`config.mk`:
```
export PLATFORM = sky130hd
export DESIGN_NAME = rom_arbiter
export DESIGN_NICKNAME = d
export VERILOG_FILES = /design/src/rtl/lite16_mem_pkg.sv /design/src/rtl/rom_rsp_slot.sv /design/src/rtl/rom_arbiter.sv
export SDC_FILE = /design/constraint.sdc
export NUM_CORES = 1
export LEC_CHECK = 0
export ABC_AREA = 1
export CORE_MARGIN = 1.5
export CORE_UTILIZATION = 43
export CTS_CLUSTER_DIAMETER = 200
export DETAILED_ROUTE_END_ITERATION = 10
export PLACE_DENSITY = 0.81
export SYNTH_ARGS = -nofsm -noshare
export SYNTH_HDL_FRONTEND = slang
export SYNTH_SLANG_ARGS = --single-unit
```
`constraint.sdc`:
```
create_clock -name clk -period 2.55 [get_ports clk]
set_input_delay 0.51 -clock clk [delete_from_list [all_inputs] [get_ports clk]]
set_output_delay 0.51 -clock clk [all_outputs]
set_load 0.02 [all_outputs]
```
`src/rtl/lite16_mem_pkg.sv`:
```
// Shared constants, arbitration select type and counter helper for the lite16 program-ROM arbiter.
package lite16_mem_pkg;

    localparam int ROM_ADDR_W       = 16;
    localparam int ROM_DATA_W       = 16;
    localparam int PORT_F           = 0;
    localparam int PORT_D           = 1;
    localparam int NUM_PORTS        = 2;
    localparam int STARVE_LIMIT_DEF = 4;
    localparam int STARVE_W         = 4;

    typedef enum logic [1:0] {
        ARB_NONE = 2'd0,
        ARB_F    = 2'd1,
        ARB_D    = 2'd2
    } arb_sel_e;

    function automatic logic [15:0] sat_inc16(input logic [15:0] value);
        if (value == 16'hFFFF) begin
            return value;
        end else begin
            return value + 16'd1;
        end
    endfunction

endpackage

```
`src/rtl/rom_rsp_slot.sv`:
```
// One-entry valid/ready response holder; a load in the same cycle as a consume keeps the slot full.
module rom_rsp_slot
    import lite16_mem_pkg::*;
#(
    parameter int DATA_W = ROM_DATA_W
) (
    input  logic              clk,
    input  logic              rst_n,
    input  logic              load,
    input  logic [DATA_W-1:0] load_data,
    input  logic              ready,
    output logic              valid,
    output logic [DATA_W-1:0] data
);

    logic              valid_r;
    logic [DATA_W-1:0] data_r;

    // Slot occupancy and payload; payload only changes on load so it is stable under backpressure.
    always_ff @(posedge clk or negedge rst_n) begin
        if (!rst_n) begin
            valid_r <= 1'b0;
            data_r  <= {DATA_W{1'b0}};
        end else if (load) begin
            valid_r <= 1'b1;
            data_r  <= load_data;
        end else if (valid_r && ready) begin
            valid_r <= 1'b0;
            data_r  <= data_r;
        end else begin
            valid_r <= valid_r;
            data_r  <= data_r;
        end
    end

    assign valid = valid_r;
    assign data  = data_r;

endmodule

```
`src/rtl/rom_arbiter.sv`:
```
// Two-port (fetch/data) arbiter in front of the combinational program ROM.
// Optional performance counters are enabled with the ROM_ARBITER_PERF_EN macro.
module rom_arbiter
    import lite16_mem_pkg::*;
#(
    parameter int ADDR_W       = ROM_ADDR_W,
    parameter int DATA_W       = ROM_DATA_W,
    parameter int STARVE_LIMIT = STARVE_LIMIT_DEF
) (
    input  logic              clk,
    input  logic              rst_n,
    input  logic              f_req,
    input  logic [ADDR_W-1:0] f_addr,
    output logic              f_gnt,
    output logic              f_rsp_valid,
    output logic [DATA_W-1:0] f_rsp_data,
    input  logic              f_rsp_ready,
    input  logic              d_req,
    input  logic [ADDR_W-1:0] d_addr,
    output logic              d_gnt,
    output logic              d_rsp_valid,
    output logic [DATA_W-1:0] d_rsp_data,
    input  logic              d_rsp_ready,
    output logic [ADDR_W-1:0] rom_addr,
    input  logic [DATA_W-1:0] rom_data
`ifdef ROM_ARBITER_PERF_EN
    ,
    output logic [15:0]       f_grant_cnt,
    output logic [15:0]       d_grant_cnt,
    output logic [15:0]       f_stall_cnt
`endif
);

    localparam logic [STARVE_W-1:0] STARVE_MAX = STARVE_W'(STARVE_LIMIT);

    logic                  f_elig_s;
    logic                  d_elig_s;
    logic                  starve_hit_s;
    arb_sel_e              arb_sel_s;
    logic [NUM_PORTS-1:0]  gnt_s;
    logic [ADDR_W-1:0]     rom_addr_s;
    logic [ADDR_W-1:0]     last_addr_r;
    logic [STARVE_W-1:0]   starve_cnt_r;
    logic [STARVE_W-1:0]   starve_cnt_s;

    // A port may be served when its slot is empty or being drained this cycle.
    assign f_elig_s     = f_req && (!f_rsp_valid || f_rsp_ready);
    assign d_elig_s     = d_req && (!d_rsp_valid || d_rsp_ready);
    assign starve_hit_s = (starve_cnt_r == STARVE_MAX);

    // Priority select: D normally wins, F wins once it has waited STARVE_LIMIT cycles.
    always_comb begin
        arb_sel_s = ARB_NONE;
        if (!rst_n) begin
            arb_sel_s = ARB_NONE;
        end else if (f_elig_s && (starve_hit_s || !d_elig_s)) begin
            arb_sel_s = ARB_F;
        end else if (d_elig_s) begin
            arb_sel_s = ARB_D;
        end else begin
            arb_sel_s = ARB_NONE;
        end
    end

    // Decode the selection into per-port grants and the ROM address mux.
    always_comb begin
        gnt_s      = {NUM_PORTS{1'b0}};
        rom_addr_s = last_addr_r;
        case (arb_sel_s)
            ARB_F: begin
                gnt_s[PORT_F] = 1'b1;
                rom_addr_s    = f_addr;
            end
            ARB_D: begin
                gnt_s[PORT_D] = 1'b1;
                rom_addr_s    = d_addr;
            end
            default: begin
                gnt_s      = {NUM_PORTS{1'b0}};
                rom_addr_s = last_addr_r;
            end
        endcase
    end

    assign f_gnt    = gnt_s[PORT_F];
    assign d_gnt    = gnt_s[PORT_D];
    assign rom_addr = rom_addr_s;

    // Starvation counter: only waiting-while-eligible counts; an ineligible F holds its count.
    always_comb begin
        starve_cnt_s = starve_cnt_r;
        if (gnt_s[PORT_F] || !f_req) begin
            starve_cnt_s = {STARVE_W{1'b0}};
        end else if (f_elig_s && !starve_hit_s) begin
            starve_cnt_s = starve_cnt_r + {{(STARVE_W-1){1'b0}}, 1'b1};
        end else begin
            starve_cnt_s = starve_cnt_r;
        end
    end

    // Starvation counter register.
    always_ff @(posedge clk or negedge rst_n) begin
        if (!rst_n) begin
            starve_cnt_r <= {STARVE_W{1'b0}};
        end else begin
            starve_cnt_r <= starve_cnt_s;
        end
    end

    // Remember the last granted address so the ROM input is quiet on idle cycles.
    always_ff @(posedge clk or negedge rst_n) begin
        if (!rst_n) begin
            last_addr_r <= {ADDR_W{1'b0}};
        end else if (gnt_s != {NUM_PORTS{1'b0}}) begin
            last_addr_r <= rom_addr_s;
        end else begin
            last_addr_r <= last_addr_r;
        end
    end

    rom_rsp_slot #(.DATA_W(DATA_W)) u_f_slot (
        .clk       (clk),
        .rst_n     (rst_n),
        .load      (gnt_s[PORT_F]),
        .load_data (rom_data),
        .ready     (f_rsp_ready),
        .valid     (f_rsp_valid),
        .data      (f_rsp_data)
    );

    rom_rsp_slot #(.DATA_W(DATA_W)) u_d_slot (
        .clk       (clk),
        .rst_n     (rst_n),
        .load      (gnt_s[PORT_D]),
        .load_data (rom_data),
        .ready     (d_rsp_ready),
        .valid     (d_rsp_valid),
        .data      (d_rsp_data)
    );

`ifdef ROM_ARBITER_PERF_EN
    // Saturating grant and stall counters.
    always_ff @(posedge clk or negedge rst_n) begin
        if (!rst_n) begin
            f_grant_cnt <= 16'h0000;
            d_grant_cnt <= 16'h0000;
            f_stall_cnt <= 16'h0000;
        end else begin
            f_grant_cnt <= gnt_s[PORT_F] ? sat_inc16(f_grant_cnt) : f_grant_cnt;
            d_grant_cnt <= gnt_s[PORT_D] ? sat_inc16(d_grant_cnt) : d_grant_cnt;
            f_stall_cnt <= (f_req && !gnt_s[PORT_F]) ? sat_inc16(f_stall_cnt) : f_stall_cnt;
        end
    end
`endif

endmodule

```
==> PnR_summary.wiki, run 1 <==
{| class="wikitable"
! Metric !! Value
|-
| Compound-gate portion of the synthesized area || 0.1048
|-
| # DRC || 0
|-
| Boundary pin count || between 100 and 150
|-
| Worst vdd ir || around 380 uV
|-
| Vias in the first global route || approximately 2600
|-
| Met3 global-route usage || 0.04800
|-
| Post-synthesis adder-cell area fraction || 0.02473
|-
| Worst relative slew slack || 0.6451
|-
| Global routing usage on met1 || 0.2882
|-
| Kind of path behind the tightest hold check || in -> async
|-
| Transition time of the tightest slew-check pin || around 0.53 ns
|-
| Core region area || approximately 5600 um^2
|-
| Largest family of logic cells by synthesized area || simple AND/OR/NAND/NOR gates
|-
| Final std cell area, no fill || approximately 4500 um^2
|-
| GR Overflow Total || 0
|-
| Kind of launch point of the worst setup path || flip-flop
|-
| Number of antenna violations at the first check in global routing || 0
|-
| Worst setup margin || -0.1378 ns
|-
| Path depth of the worst reg2reg path || 12
|-
| Final cell utilization of the core || 0.7963
|-
| Clock period minus final worst setup slack || around 2.7 ns
|-
| Netlist area before placement || about 2500 um^2
|-
| Post-layout power || 3.127 mW
|-
| Critical Path Stages || 11
|-
| Standard-cell rows || 27
|-
| Fmax || approximately 370 MHz
|-
| Number of instances in the synthesized netlist || approximately 260
|-
| Buf+Inv Stages, Crit Path || 4
|-
| Clock edge transition at the registers on the reported setup and hold paths || 0.09 ns
|-
| Vert. Die Dim || between 70 and 80 um
|-
| Cts-stage hold buffer count || 0
|-
| Summed negative setup slack over all endpoints || -1.572 ns
|-
| Routed Antenna Nets || 0
|-
| Required time reported for the critical path endpoint || ~2.0 ns
|-
| Switching power || between 1 and 1.5 mW
|-
| Fraction of the yosys area taken by sequential cells || 0.5341
|-
| Number of fill cells || about 340
|-
| Area enclosed by the die boundary || between 6000 and 7000 um^2
|-
| Final count of pins violating max slew || 0
|-
| Unrepaired setup endpoints after global routing || true
|-
| Buffer levels on the longest clock path || 2
|-
| Total Wirelength || between 8 and 9 mm
|-
| Share of the synthesized area in the top cell type || 0.5341
|-
| Wire length of the first global-routing pass || roughly 12 mm
|-
| Yosys warning count || 0
|-
| Fraction of power spent switching nets || 0.3451
|-
| Post-place instance area || 3881 um^2
|-
| Clk_lat worst skew || ~0.31 ns
|-
| Number of clock sinks || 54
|-
| Total Routing Usage GR || 0.2493
|-
| Logic gate share of total power || 0.445
|-
| Crit path arrival time || about 2.2 ns
|-
| Cell family with the largest share of critical-path delay || buffers and inverters
|-
| Sequential Power Share || 0.372
|-
| Half-perimeter wire length of the detailed placement result || between 5 and 6 mm
|-
| Max-Cap Viols || 0
|-
| TritonCTS clock tree || done
|-
| Sort of element at the end of the critical path || output pin
|-
| Clock share of power || 0.183
|-
| TritonCTS buffer count || 5
|-
| Ratio of total power to cell area || around 700 nW/um^2
|-
| Run status || finished with violations
|-
| Hold slack final || approximately 0.32 ns
|-
| Basic-gate share of the synthesized area counting and, or, nand and nor cells || 0.1766
|-
| Via count of the routed design || about 2500
|-
| Worst Path Class, Setup || reg -> out
|-
| IO Port Bufs || 105
|-
| Starting Density || 0.4511
|-
| Synth Register Bits || 54
|-
| Synthesized-area fraction occupied by xor and xnor cells || 0.003462
|-
| Maximum number of pins on one net before global-route repair || 43
|-
| Net count after synthesis || between 300 and 400
|-
| Busiest grt layer || met2
|-
| Violated checks || setup timing
|-
| Fin crit share || 1.054
|-
| CP max FO || 7
|-
| Die X-Extent || roughly 80 um
|-
| Cells traversed along the worst timing path || inv_2 > nor2_4 > nor2_4 > nand2_4 > buf_4 > a21oi_4 > ha_4 > buf_12 > a21oi_4 > a21oi_2 > buf_6
|-
| Final setup violation count || 17
|-
| Int Pwr || 2.048 mW
|-
| Worst clock skew || approximately 0.005 ns
|-
| Library cell contributing the largest single delay on the critical path || sky130_fd_sc_hd__dfrtp_1
|-
| Master cell of the clock root buffer || sky130_fd_sc_hd__clkbuf_8
|-
| Synthesized area per cell || 9.693 um^2
|-
| Most area-consuming cells after synthesis || sky130_fd_sc_hd__dfrtp_1 (53%), sky130_fd_sc_hd__nand2_1 (11%), sky130_fd_sc_hd__a21oi_1 (9.9%)
|-
| Leakage power summed over all cells || 2.020 nW
|-
| Share of final-layout standard cells stronger than drive strength 1 || 0.3914
|-
| CP max stage delay || 0.42 ns
|-
| Mux cell area share after synthesis || 0.09050
|-
| Area growth syn-to-layout || 76.51%
|-
| Met2 routing resource usage after global routing || 0.4559
|-
| Vias per cell || just over 5
|-
| Count of cell types in the netlist || 25
|-
| Number of hold violations in the final report || 0
|-
| Htree depth || 2
|-
| Antenna fix cells || 0
|-
| Detailed router's first-iteration violation count || 100
|-
| Gp weighted congestion || between 0.7 and 0.8
|-
| Number of nets in the layout || 477
|-
| Cell type with the largest total area after synthesis || sky130_fd_sc_hd__dfrtp_1
|-
| Number of iterations in the first detailed-routing pass || 5
|-
| Average wire per cell in the routed design || 16.48 um
|}
-- registers in the layout, summed over array words and instances, names as in the netlist --
name            cells
u_f_slot.data      16
u_d_slot.data      16
starve_cnt_r        4
u_f_slot.valid      1
last_addr_r        16
u_d_slot.valid      1
-- final timing paths --
path,endpoint,startpoint,slack (ns)
max,rom_addr[8],u_d_slot.valid,-0.14
min,starve_cnt_r[2],rst_n,0.32
max reg2reg,u_d_slot.data[0],u_d_slot.valid,0.20
min reg2reg,u_f_slot.data[15],u_f_slot.data[15],0.48
max in group asynchronous,u_d_slot.data[11],rst_n,1.83
min in group clk,u_f_slot.data[15],u_f_slot.data[15],0.48
-- power by group through the flow --
stage | sequential, mW | clock, mW | combinational (mW)
after floorplan | 1.31 | 0 | 0.452
after CTS | 1.15 | 0.577 | 1.25
after detailed placement | 1.16 | 0 | 1.22
after global placement | 1.15 | 0 | 1.19
final | 1.16 | 0.573 | 1.39
after global routing | 1.18 | 0.611 | 1.48
-- through the flow --
step                worst slack (ns)  instances
floorplan                    0.07375        261
global route                 -0.2004        491
global placement             -0.7213        469
finish                       -0.1378        491
detailed placement           -0.7802        469
CTS                          -0.1037        487
-- layout by cell type, fill, tap and decap left out, types with 2 or more instances in the layout --
cell                               n
sky130_fd_sc_hd__clkdlybuf4s50_1  82
sky130_fd_sc_hd__nand2_1          74
sky130_fd_sc_hd__buf_4            58
sky130_fd_sc_hd__dfrtp_1          54
sky130_fd_sc_hd__a21oi_2          19
sky130_fd_sc_hd__a21oi_1          19
sky130_fd_sc_hd__mux2_4           13
sky130_fd_sc_hd__a21oi_4          12
sky130_fd_sc_hd__nor2_2           11
sky130_fd_sc_hd__buf_6            10
sky130_fd_sc_hd__inv_2             8
sky130_fd_sc_hd__nor2_1            6
sky130_fd_sc_hd__clkbuf_8          5
sky130_fd_sc_hd__buf_12            5
sky130_fd_sc_hd__nand3_1           4
sky130_fd_sc_hd__dlygate4sd2_1     4
sky130_fd_sc_hd__nor2_4            3
sky130_fd_sc_hd__nand2_2           3
sky130_fd_sc_hd__mux2_2            3
sky130_fd_sc_hd__ha_4              3
sky130_fd_sc_hd__inv_1             2
sky130_fd_sc_hd__nand2_4           2
sky130_fd_sc_hd__nand3_2           2
sky130_fd_sc_hd__o21ai_0           2
sky130_fd_sc_hd__ha_1              2
-- kinds of logic (layout without fill, tap and decap cells) --
| family | Yosys count | after routing |
|---|---|---|
| XOR/XNOR | 1 | 1 |
| buffers and inverters | 23 | 181 |
| multiplexers | 16 | 16 |
| flip-flops | 54 | 54 |
| adder cells (fa/ha/maj) | 5 | 5 |
| AO/OA/AOI/OAI | 53 | 53 |
| AND/OR/NAND/NOR | 109 | 109 |
-- tightest hold or removal path: stages --
cell	delay, ns
sky130_fd_sc_hd__buf_2	0.15
sky130_fd_sc_hd__buf_4	0.14
sky130_fd_sc_hd__buf_4	0.20
-- final cells by class --
type | count | area, um^2 | area share
timing repair buffer | 162 | 1539 | 0.3446
clock buffer | 6 | 72.57 | 0.01625
inverter | 11 | 46.29 | 0.01037
multi-input combinational | 184 | 1329 | 0.2976
clock inverter | 2 | 37.54 | 0.008406
sequential | 54 | 1351 | 0.3026
tap | 72 | 90.09 | 0.02017
-- cell usage after synthesis --
library cell,number
sky130_fd_sc_hd__nand2_4,1
sky130_fd_sc_hd__inv_4,1
sky130_fd_sc_hd__nand2_1,77
sky130_fd_sc_hd__nand4_1,1
sky130_fd_sc_hd__buf_4,4
sky130_fd_sc_hd__buf_12,1
sky130_fd_sc_hd__buf_2,1
sky130_fd_sc_hd__a21oi_1,50
sky130_fd_sc_hd__dfrtp_1,54
sky130_fd_sc_hd__mux2_4,13
sky130_fd_sc_hd__ha_1,5
sky130_fd_sc_hd__nand3_1,6
sky130_fd_sc_hd__inv_1,8
sky130_fd_sc_hd__nand2_2,1
sky130_fd_sc_hd__xor2_1,1
sky130_fd_sc_hd__or2_1,1
sky130_fd_sc_hd__nor2_4,1
sky130_fd_sc_hd__buf_6,6
sky130_fd_sc_hd__nor2_1,19
sky130_fd_sc_hd__nor3_1,1
sky130_fd_sc_hd__inv_2,2
sky130_fd_sc_hd__mux2_2,3
sky130_fd_sc_hd__o21ai_1,1
sky130_fd_sc_hd__o21ai_0,2
sky130_fd_sc_hd__nand3_2,1
-- metal layers --
layer / vias to the layer above / routed length (um)
met5: - / 0
met4: 0 / 119
met3: 14 / 472
met2: 96 / 4372
met1: 1236 / 3126
li1: 1168 / -
-- repair_timing --
item                       4_1_cts  5_1_grt
setup buffers                    9        5
cloned                           1        1
setup endpoints to repair       18       18
gates resized for setup        128       63
pin swaps                        9       13
(Power assumes the default switching activity.)
==> inputs of run 2 (changes only) <==
SLEW_MARGIN = 20   (was unset)
==> results of run 2 <==
Final layout, timing and power as in run 1 (identical DEF).
